$ cat src/rtl/sm_hex_pkg.sv
// Shared definitions for the hex display controller: scan state encoding,
// blank segment code and the hex-to-seven-segment table.
package sm_hex_pkg;

  typedef enum logic [1:0] {
    SCAN_OFF   = 2'd0,
    SCAN_GUARD = 2'd1,
    SCAN_SHOW  = 2'd2
  } scan_state_e;

  localparam logic [6:0] SEG_BLANK = 7'h7F;

  // Active-low {g,f,e,d,c,b,a}; entry 0 sits in the least significant slice.
  localparam logic [15:0][6:0] SEG_TABLE = {
    7'h0E, 7'h06, 7'h21, 7'h46, 7'h03, 7'h08, 7'h10, 7'h00,
    7'h78, 7'h02, 7'h12, 7'h19, 7'h30, 7'h24, 7'h79, 7'h40
  };

endpackage

$ cat src/rtl/sm_hex_seg7.sv
// Combinational 4-bit to active-low seven-segment decoder with blank override.
module sm_hex_seg7
  import sm_hex_pkg::*;
(
  input  logic [3:0] hex,
  input  logic       blank,
  output logic [6:0] seg
);

  always_comb begin
    seg = blank ? SEG_BLANK : SEG_TABLE[hex];
  end

endmodule

$ cat src/rtl/sm_hex_scan.sv
// N-digit hex display: captured value, leading-zero blanking, registered
// static per-digit segments and a guarded multiplexed scan with anodes.
module sm_hex_scan
  import sm_hex_pkg::*;
#(
  parameter int DIGITS   = 6,
  parameter int SCAN_DIV = 16
) (
  input  logic                  clk,
  input  logic                  rst,
  input  logic [4*DIGITS-1:0]   data,
  input  logic                  data_valid,
  input  logic                  hold,
  input  logic                  blank_lz,
  input  logic                  scan_en,
  output logic [7*DIGITS-1:0]   seg_static,
  output logic [6:0]            seg_mux,
  output logic [DIGITS-1:0]     an,
  output scan_state_e           dbg_state
);

  localparam int IDX_W = (DIGITS > 1) ? $clog2(DIGITS) : 1;

  logic [4*DIGITS-1:0] data_q, data_d;
  logic [7*DIGITS-1:0] seg_static_q, seg_static_d;
  scan_state_e         state_q, state_d;
  logic [IDX_W-1:0]    idx_q, idx_d;
  logic [SCAN_DIV-1:0] presc_q, presc_d;
  logic [DIGITS-1:0]   an_q, an_d;
  logic [6:0]          seg_mux_q, seg_mux_d;

  logic [DIGITS-1:0]   blank_mask;
  logic                zero_run;
  logic [3:0]          mux_hex;
  logic                mux_blank;
  logic [6:0]          mux_seg;

  // data_valid is a one-cycle capture strobe with no back-pressure; hold
  // overrides it so the displayed value stays frozen.
  always_comb begin
    data_d = (data_valid && !hold) ? data : data_q;
  end

  // Blank every digit above the most significant nonzero one; digit 0 never.
  always_comb begin
    zero_run   = blank_lz;
    blank_mask = '0;
    for (int i = DIGITS - 1; i >= 1; i--) begin
      zero_run      = zero_run && (data_q[4*i +: 4] == 4'h0);
      blank_mask[i] = zero_run;
    end
  end

  for (genvar g = 0; g < DIGITS; g++) begin : g_static
    sm_hex_seg7 u_seg7 (
      .hex   (data_q[4*g +: 4]),
      .blank (blank_mask[g]),
      .seg   (seg_static_d[7*g +: 7])
    );
  end

  // Scan FSM: state register.
  always_ff @(posedge clk) begin
    if (rst) begin
      data_q       <= '0;
      seg_static_q <= {DIGITS{SEG_BLANK}};
      state_q      <= SCAN_OFF;
      idx_q        <= '0;
      presc_q      <= '0;
      an_q         <= '1;
      seg_mux_q    <= SEG_BLANK;
    end else begin
      data_q       <= data_d;
      seg_static_q <= seg_static_d;
      state_q      <= state_d;
      idx_q        <= idx_d;
      presc_q      <= presc_d;
      an_q         <= an_d;
      seg_mux_q    <= seg_mux_d;
    end
  end

  // Scan FSM: next state, digit index and prescaler.
  always_comb begin
    state_d = state_q;
    idx_d   = idx_q;
    presc_d = presc_q;
    if (!scan_en) begin
      state_d = SCAN_OFF;
      idx_d   = '0;
      presc_d = '0;
    end else begin
      case (state_q)
        SCAN_OFF: begin
          state_d = SCAN_GUARD;
          idx_d   = '0;
          presc_d = '0;
        end
        SCAN_GUARD: begin
          state_d = SCAN_SHOW;
          presc_d = '0;
        end
        SCAN_SHOW: begin
          if (presc_q == '1) begin
            state_d = SCAN_GUARD;
            presc_d = '0;
            idx_d   = (idx_q == IDX_W'(DIGITS - 1)) ? '0 : idx_q + 1'b1;
          end else begin
            presc_d = presc_q + 1'b1;
          end
        end
        default: begin
          state_d = SCAN_OFF;
          idx_d   = '0;
          presc_d = '0;
        end
      endcase
    end
  end

  always_comb begin
    mux_hex   = '0;
    mux_blank = 1'b0;
    for (int i = 0; i < DIGITS; i++) begin
      if (IDX_W'(i) == idx_d) begin
        mux_hex   = data_q[4*i +: 4];
        mux_blank = blank_mask[i];
      end
    end
  end

  sm_hex_seg7 u_mux_seg7 (
    .hex   (mux_hex),
    .blank (mux_blank),
    .seg   (mux_seg)
  );

  // Scan FSM: outputs derived from the next state so an and seg_mux
  // register together with the state they describe.
  always_comb begin
    an_d      = '1;
    seg_mux_d = SEG_BLANK;
    if (state_d == SCAN_SHOW) begin
      an_d[idx_d] = 1'b0;
      seg_mux_d   = mux_seg;
    end
  end

  assign seg_static = seg_static_q;
  assign seg_mux    = seg_mux_q;
  assign an         = an_q;
  assign dbg_state  = state_q;

endmodule

$ cat config.mk
export PLATFORM = sky130hd
export DESIGN_NAME = sm_hex_scan
export DESIGN_NICKNAME = d
export VERILOG_FILES = /design/src/rtl/sm_hex_pkg.sv /design/src/rtl/sm_hex_seg7.sv /design/src/rtl/sm_hex_scan.sv
export SDC_FILE = /design/constraint.sdc
export NUM_CORES = 1
export LEC_CHECK = 0
export ABC_CLOCK_PERIOD_IN_PS = 9100
export CAP_MARGIN = 20
export CORE_UTILIZATION = 33
export CTS_CLUSTER_DIAMETER = 120
export DETAILED_ROUTE_END_ITERATION = 8
export PLACE_DENSITY_LB_ADDON = 0.12
export REMOVE_ABC_BUFFERS = 1
export SYNTH_ARGS = -nofsm -noshare
export SYNTH_HDL_FRONTEND = slang
export SYNTH_SLANG_ARGS = --single-unit
$ cat constraint.sdc
create_clock -name clk -period 9.1 [get_ports clk]
set_input_delay 0.91 -clock clk [delete_from_list [all_inputs] [get_ports clk]]
set_output_delay 0.91 -clock clk [all_outputs]
set_load 0.01 [all_outputs]
# Word level (Yosys, flattened, before mapping)
# Memory sizes are Yosys's and may differ from the RTL's. A register that Yosys moved wholly into a read port is not among the register bits.
# Index checks and enable logic that the tools add are counted.
# totals
mem_bits_ro	784
elab_cells	73
mem_count	7
in_bits	30
ff_bits	51
out_inout_bits	57
# memory_table
memory	depth	word_bits	read_ports	rd_clocked_by_memory_dff	write_ports	line_no	source
(no name shown)	16	7	1	1	0	sm_hex_seg7.sv:11	seg = blank ? SEG_BLANK : SEG_TABLE[hex];
(no name shown)	16	7	1	1	0	sm_hex_seg7.sv:11	
(no name shown)	16	7	1	1	0	sm_hex_seg7.sv:11	
(no name shown)	16	7	1	1	0	sm_hex_seg7.sv:11	
(no name shown)	16	7	1	1	0	sm_hex_seg7.sv:11	
(no name shown)	16	7	1	1	0	sm_hex_seg7.sv:11	
+1 memories	n/a	n/a	n/a	n/a	n/a	n/a	
# classes
magnitude_cmp	2
mux	20
eq_ne	10
n_reduce_logical	23
n_addsub	2
n_bitwise	4
# ops
cell	count
4-bit 2-to-1 mux	6
4-bit logical NOT	5
16-bit by 1-bit adder with 16-bit output, second input constant	1
16-bit equality test, second input constant	1
2-bit OR reduction	6
3-bit 2-to-1 mux	3
1-bit logical AND	7
2-bit by 3-bit equality test with 1-bit output, first input constant	2
3-bit equality test, first input constant	2
1-bit 2-to-1 mux	6
6-bit inverter	1
2-bit one-hot mux with 3 select lines	1
3-bit one-hot mux with 2 select lines	1
2-bit equality test, second input constant	2
3-bit by 4-bit < comparator with 1-bit output, second input constant	1
2-bit 2-to-1 mux	2
4-bit OR reduction	1
3-bit by 1-bit adder with 3-bit output, second input constant	1
1-bit demux with 3-bit select	1
1-bit by 3-bit equality test with 1-bit output, first input constant	1
3-bit equality test, second input constant	1
3-bit by 1-bit greater-or-equal comparator with 1-bit output, second input constant	1
3-bit logical NOT	1
1-bit inverter	3
4 further kinds	4

# Depth between registers and ports, before layout
# Gate-level depths: netlist of run 1.
# logic_depth
ltp_word	12
mapped_depth	15

# Hierarchy
# Synthesis of run 1 repeated with hierarchy kept, for this count alone.
# unflattened
hier_cells	658
hier_area_um2	5820.6
# modules_own_cells
mod	instances	cells_per_inst	area_per_inst_um2
sm_hex_scan	1	409	3752.3
sm_hex_seg7 (g_static[1].u_seg7 ...)	6	35	299.0
sm_hex_seg7 (g_static[0].u_seg7)	1	39	274.0

# Worst setup path after synthesis of run 1
# Ideal clock, no wire load.
# synth_path
path_kind	input to register
startpoint	input scan_en
endpoint	register seg_mux_q[3] (netlist: seg_mux[3])
path_slack_ns	5.995
arrival_time_ns	2.968
path_buffers	2
path_stages	13
setup_time_ns	0.137
required_time_ns	8.963
cell_sequence	and2_1 -> buf_1 -> and3_1 -> o21ai_2 -> and3_1 -> buf_2 -> mux2i_1 -> o221ai_4 -> inv_1 -> ha_1 -> a31oi_1 -> a2111oi_0 -> a31oi_1
# synth_between
elab_chain_cells	8
word_cells_on_any_way	22
classes_between	eq/ne (6); mux (13); bitwise (1); reduce/logical (2)
# synth_rtl
item	line_no	source
from (decl)	sm_hex_scan.sv:15	input logic scan_en,
3-bit 2-to-1 mux	sm_hex_scan.sv:88	if (!scan_en) begin
1-bit by 3-bit equality test with 1-bit output / 3-bit logical NOT (equally long branches)	sm_hex_scan.sv:125	if (IDX_W'(i) == idx_d) begin
1-bit 2-to-1 mux / 4-bit 2-to-1 mux (equally long branches) (5 in a row)	sm_hex_scan.sv:125	
3-bit OR reduction (no source line) / 4-bit 2-to-1 mux (equally long branches)	n/a	
to (decl)	sm_hex_scan.sv:30	logic [6:0] seg_mux_q, seg_mux_d;
# Parallel ways exist; a longest one is shown, timed or not.
# A chain may end at the register's enable or synchronous reset.

# Worst setup path in the final report of run 1
# Ends and elaborated chain as after synthesis.

==> results of run 1 <==
kinds of logic (layout without fill, tap and decap cells):
kind of cell / count (synthesis) / count (layout) / synth area share
and+or+nand+nor: 225 / 225 / 0.208
muxes: 23 / 23 / 0.0491
buffers and inverters: 64 / 136 / 0.0488
DFF: 100 / 100 / 0.376
xor gates and xnor gates: 15 / 15 / 0.0246
AOI/OAI and AO/OA: 141 / 141 / 0.184
adders and majority gates: 47 / 47 / 0.110
flip-flops by register name, indices dropped and copies added, names as in the netlist:
name and count:
seg_mux 7, presc_q 16, idx_q 3, an 6, dbg_state 2, seg_static 42
data_q 24
per-stage QoR:
stage | std cells | instance area (sq um) | hold WS [ps] | power, W | setup slack (ps)
after CTS | 902 | 6610 | 481 | 0.00101 | 5630
after global placement | 885 | 6330 | 444 | 0.000639 | 5380
after detailed placement | 886 | 6330 | 467 | 0.000640 | 5260
after floorplan | 582 | 5190 | 430 | 0.000561 | 6130
after global routing | 903 | 6620 | 504 | 0.00104 | 5290
final | 903 | 6620 | 475 | 0.000988 | 5600
per-layer routing:
layer / vias to the layer above / global-route usage / routed length, um
met3: 18 / 0.0306 / 533
met2: 106 / 0.276 / 6260
li1: 2304 / - / -
met4: 0 / 0.0789 / 278
met1: 2131 / 0.200 / 5840
met5: - / 0 / 0
how the worst min path moves through the flow:
stage,from,depth (start not counted),end
after floorplan,presc_q[0],1,presc_q[0]
after global placement,presc_q[0],1,presc_q[0]
after detailed placement,presc_q[0],1,presc_q[0]
after CTS,presc_q[0],1,presc_q[0]
after global routing,presc_q[0],1,presc_q[0]
final,presc_q[0],1,presc_q[0]
cell usage in the layout (no fill, tap or decap), types with 5 or more instances in the layout:
cell type / n
a21oi_1: 39
a31oi_1: 8
and2_1: 6
and3_1: 10
and4_1: 6
clkbuf_16: 9
clkdlybuf4s50_1: 86
dfxtp_1: 100
ha_1: 47
inv_1: 31
mux2i_1: 18
nand2_1: 81
nand2b_1: 7
nand3_1: 15
nand4_1: 5
nor2_1: 53
nor2b_1: 9
nor3_1: 9
o211ai_1: 22
o21ai_0: 21
o311ai_0: 14
xnor2_1: 7
xor2_1: 8
power breakdown:
part	switching (W)	total (W)	internal [W]
Clock	0.000171	0.000358	0.000187
Sequential	0.0000194	0.000482	0.000463
Combinational	0.0000711	0.000147	0.0000762
Total	0.000262	0.000987	0.000726
layout make-up:
cell class | count | share of cell area
Tap cell | 216 | 0.0408
Timing Repair Buffer | 89 | 0.134
Clock inverter | 7 | 0.00775
Inverter | 31 | 0.0176
Sequential cell | 100 | 0.302
Clock buffer | 9 | 0.0340
Multi-Input combinational cell | 451 | 0.464
critical path, cell delays in order:
cell	delay (ps)
clkdlybuf4s50_1	470
and2_1	280
and3_1	240
o21ai_2	120
and3_1	340
mux2i_1	170
o221ai_4	270
inv_1	150
ha_1	320
a31oi_1	40
a2111oi_0	330
a31oi_1	70
cell usage after synthesis, drive strengths merged (4+ instances only):
library cell	instances
buf	11
xor2	8
xnor2	7
nor3	9
clkbuf	22
nor2	54
nand2	82
o211ai	22
nor2b	10
nand3b	4
o311ai	15
o21ai	26
nand4	6
nand2b	7
o221ai	5
a21oi	40
a211oi	4
mux2i	19
and4	8
inv	31
ha	47
and3	10
a31oi	8
or2	4
and2	6
nand3	16
dfxtp	100
==> run metrics, run 1 <==
total wire length=between 10,000 and 15,000 um; Required @ worst endpoint=~9300 ps; htree depth=3; FF-to-FF setup slack=a little under 6000 ps; vias per std cell=around 5.0; first-pass GRT wire length=between 20,000 and 25,000 um; FP Rows=46; Tmin final=around 3500 ps; grt ovf=0; Layout Nets=759; GRT Overall Usage=0.163; ranking of synthesized cells by area=dfxtp_1, ha_1, nand2_1, nor2_1, a21oi_1; critical path class=in2reg; failing checks=DRC; yosys warns=0; leakage=between 2 and 2.5 nW; Starting Density=0.337; worst skew pair latency=~350 ps; crit path capture type=flop; clk slew on worst S/H paths=approximately 60 ps; Clock Tree Root=clkbuf_16; end of the critical path=seg_mux[3]; worst reg2reg startpoint=dbg_state[0]; count of pins over their slew limit=0; Synth cell types=61; syn_area_per_cell=8.67 sq um; Finish-stage setup viols=0; post-synth top area share=0.376; clk buf depth=2; status=finished, violations left; Area Overhead vs Synth=24.2%; # diodes=0; hold buffer count at CTS=0; largest net degree at the start of global routing=between 40 and 50; residual DRC count=1; Worst Tran Pin Value=969 ps; post-synthesis sequential area ratio=0.376; clk_skew=11.1 ps; routability cong.=about 0.83; via count=4,559; First DRT Iteration DRCs=approximately 250; CTS Buf Count=9; Worst Setup SP=scan_en; ys flop type=dfxtp_1; clk sinks=100; Cells after Synth=between 600 and 700; routed len/inst=roughly 14 um; crit-path max FO=7; Finished Core Util=0.418; Final period util=0.384; CTS tree=built; timing-limited maximum frequency=about 290 MHz; asr flop ratio synth=0; First-pass DRT Iterations=6; Die W=roughly 130 um; Hold Vio Cnt, Final=0; Die Height=between 100 and 150 um; initial antenna violation count=0; postcts setup bufs=0; RSZ-0062 raised after global routing=no; number of global-route vias before repair=about 4.4k; Worst Path Arrival=roughly 3700 ps; Post-Syn Area=around 5300 sq um; EDFF count, synth=0; share of post-route cells with drive strength above 1=0.0655; Cell Pwr Density=about 150 nW/um^2; antenna viol nets, final=0; die area=approximately 17,000 sq um; I/O pin cnt=87; Multi-input gate area=approximately 3000 sq um; FF+latch area=between 2000 and 2500 sq um; CTS resizes=0; DP HPWL=~9700 um; Hold Crit Class=reg2reg; Reg2Reg Depth=13; Critical Path Start Type=primary input; Setup TNS=0 ps; flops & latches, synth=100; Max Cap Viol=0; Reg2Reg Capture Point=seg_mux[3]; Slew headroom=0.354; fill cell count=about 1.6k; port bufs=between 80 and 90; post-synth top area cell=dfxtp_1; peak supply drop=between 90 and 100 uV; core area=about 16,000 sq um
No activity file was read; power rests on OpenSTA's default activity.
==> inputs of run 2 (changes only) <==
- ABC_CLOCK_PERIOD_IN_PS: 9100 -> 3600
- clock period: 9.1 -> 3.6 ns (I/O delays scaled with it)
==> run metrics, run 2 (same netlist as run 1, synthesis figures left out) <==
CTS tree=built; Tmin final=approximately 3300 ps; FF-to-FF setup slack=310 ps (-5460 ps); number of global-route vias before repair=4,378 (+0.091%); residual DRC count=1 (unchanged); Worst Setup SP=dbg_state[0]; Critical Path Start Type=flop; placed insts=890 (+0.45%); total wire length=13,400 um (+4.0%); Cell Pwr Density=403 nW/um^2 (+170%); Clock Tree Root=clkbuf_16; worst path cell trace=inv_1 -> ha_1 -> and2_1 -> and3_1 -> o21ai_2 -> and3_1 -> mux2i_1 -> o221ai_4 -> inv_1 -> ha_1 -> a31oi_1 -> a2111oi_1 -> a31oi_1; I/O pin cnt=87 (unchanged); initial antenna violation count=0 (unchanged); CTS Buf Count=9 (unchanged); DP HPWL=10,100 um (+4.3%); Hold Crit Class=reg2reg; FP Rows=46 (unchanged); Hold Slack=477 ps (+1.75 ps); WHS Path Cells=1 (unchanged); most frequent cells in the layout=dfxtp_1, clkdlybuf4s50_1, nand2_1; htree depth=3 (unchanged); leakage=2.48 nW (+1.9%); Slew headroom=0.291 (-0.0628); port bufs=86 (unchanged); Finished Layout Cells=906 (+0.33%); Layout Nets=762 (+0.40%); hold buffer count at CTS=0 (unchanged); vias per std cell=4.99 (-1.2%); First-pass DRT Iterations=6 (unchanged); core area=15,800 sq um (unchanged); Reg2Reg Capture Point=seg_mux[3]; clk sinks=100 (unchanged); die area=16,700 sq um (unchanged); fill cell count=1,551 (-2.1%); commonest non-fill, non-tap cell in the layout=dfxtp_1; routed len/inst=14.8 um (+3.7%); Setup TNS=0 ps (unchanged); DP Area=6360 sq um (+0.47%); worst skew pair latency=350 ps (about the same); routability cong.=0.838 (+0.55%); clk_skew=12.5 ps (+1.39 ps); clk buf depth=2 (unchanged); end of the critical path=seg_mux[3]; Die W=129 um (unchanged); Final period util=0.914; peak supply drop=204 uV (+120%); Die Height=129 um (unchanged); Area Overhead vs Synth=25.9%; GRT Overall Usage=0.169 (+0.00531); crit-path max FO=7 (unchanged); worst reg2reg startpoint=dbg_state[0]; Hold Vio Cnt, Final=0 (unchanged); critical path class=reg2reg; Worst Tran Pin Value=1060 ps (+94.2 ps); Worst Path Arrival=3500 ps (-210 ps); Starting Density=0.337 (unchanged); # diodes=0 (unchanged); crit path capture type=flop; first-pass GRT wire length=21,800 um (+2.2%); max reg flops=42 (unchanged); CP max stage delay=420 ps (-50 ps); share of post-route cells with drive strength above 1=0.0681 (+0.00261); Max Cap Viol=0 (unchanged); clk slew on worst S/H paths=70 ps (about the same); Reg2Reg Depth=13 (unchanged); Finish-stage setup viols=0 (unchanged); Required @ worst endpoint=3810 ps (-5500 ps); design area=6710 sq um (+1.3%); grt ovf=0 (unchanged); First DRT Iteration DRCs=255 (+1.6%); Worst path slowest cell=dfxtp_1; failing checks=DRC; status=finished, violations left; via count=4,519 (-0.88%); timing-limited maximum frequency=slightly above 300 MHz; count of pins over their slew limit=0 (unchanged); antenna viol nets, final=0 (unchanged); largest net degree at the start of global routing=42 (-2.3%); total power=0.00270 W (+170%)
## run 2: changes by cell type in the layout (fill, tap and decap cells not counted), moves of 2 or more
cell	delta
buf_4	+4
bufinv_16	+3
clkbuf_1	+2
clkinv_2	-2
clkinvlp_4	-2
## run 2: through the flow
step / worst slack (ps) / util
after floorplan: 718 / -
final: 311 / 0.424
after global routing: -5.64 / 0.424
after detailed placement: 256 / 0.402
after global placement: 448 / 0.402
after CTS: 237 / 0.424
## run 2: power breakdown
group / total [W] / switching (W) / internal [W]
sequential: 0.00121 / 0.0000421 / 0.00117
combinational: 0.000384 / 0.000189 / 0.000194
clock: 0.00111 / 0.000424 / 0.000684
total: 0.00270 / 0.000656 / 0.00205
## run 2: cell type report
| class | count | area (sq um) | share of cell area |
|---|---|---|---|
| Sequential cell | 100 | 2000 | 0.298 |
| Tap cell | 216 | 270 | 0.0403 |
| Inverter | 31 | 116 | 0.0173 |
| Clock inverter | 5 | 108 | 0.0160 |
| Timing Repair Buffer | 92 | 906 | 0.135 |
| Multi-Input combinational cell | 451 | 3070 | 0.458 |
| Clock buffer | 11 | 233 | 0.0347 |
## run 2: timing repair
action	4_1_cts	5_1_grt
buffers inserted	0	0
endpoints found under the hold margin	0	0
gates resized for setup	0	2
setup endpoints to repair	0	1
## run 2: critical path: cells and delay by family, from the launching register on
family                   cells  cell delay, ps
adder cells (fa/ha/maj)      2             620
AO/OA/AOI/OAI                5             880
buffers and inverters        2             250
AND/OR/NAND/NOR              3             800
flip-flops                   1             420
multiplexers                 1             170
## run 2: worst min path at each step
stage / start / endpoint
final: presc_q[0] / presc_q[0]
after global routing: presc_q[0] / presc_q[0]
after CTS: presc_q[0] / presc_q[0]
after detailed placement: presc_q[0] / presc_q[0]
after global placement: presc_q[0] / presc_q[0]
after floorplan: rst / data_q[0]
## run 2: layer usage
| metal | vias to the layer above | track usage | routed length (um) |
|---|---|---|---|
| li1 | 2305 | - | - |
| met1 | 2109 | 0.199 | 6060 |
| met2 | 85 | 0.298 | 6620 |
| met3 | 20 | 0.0281 | 444 |
| met4 | 0 | 0.0796 | 306 |
| met5 | - | 0 | 0 |
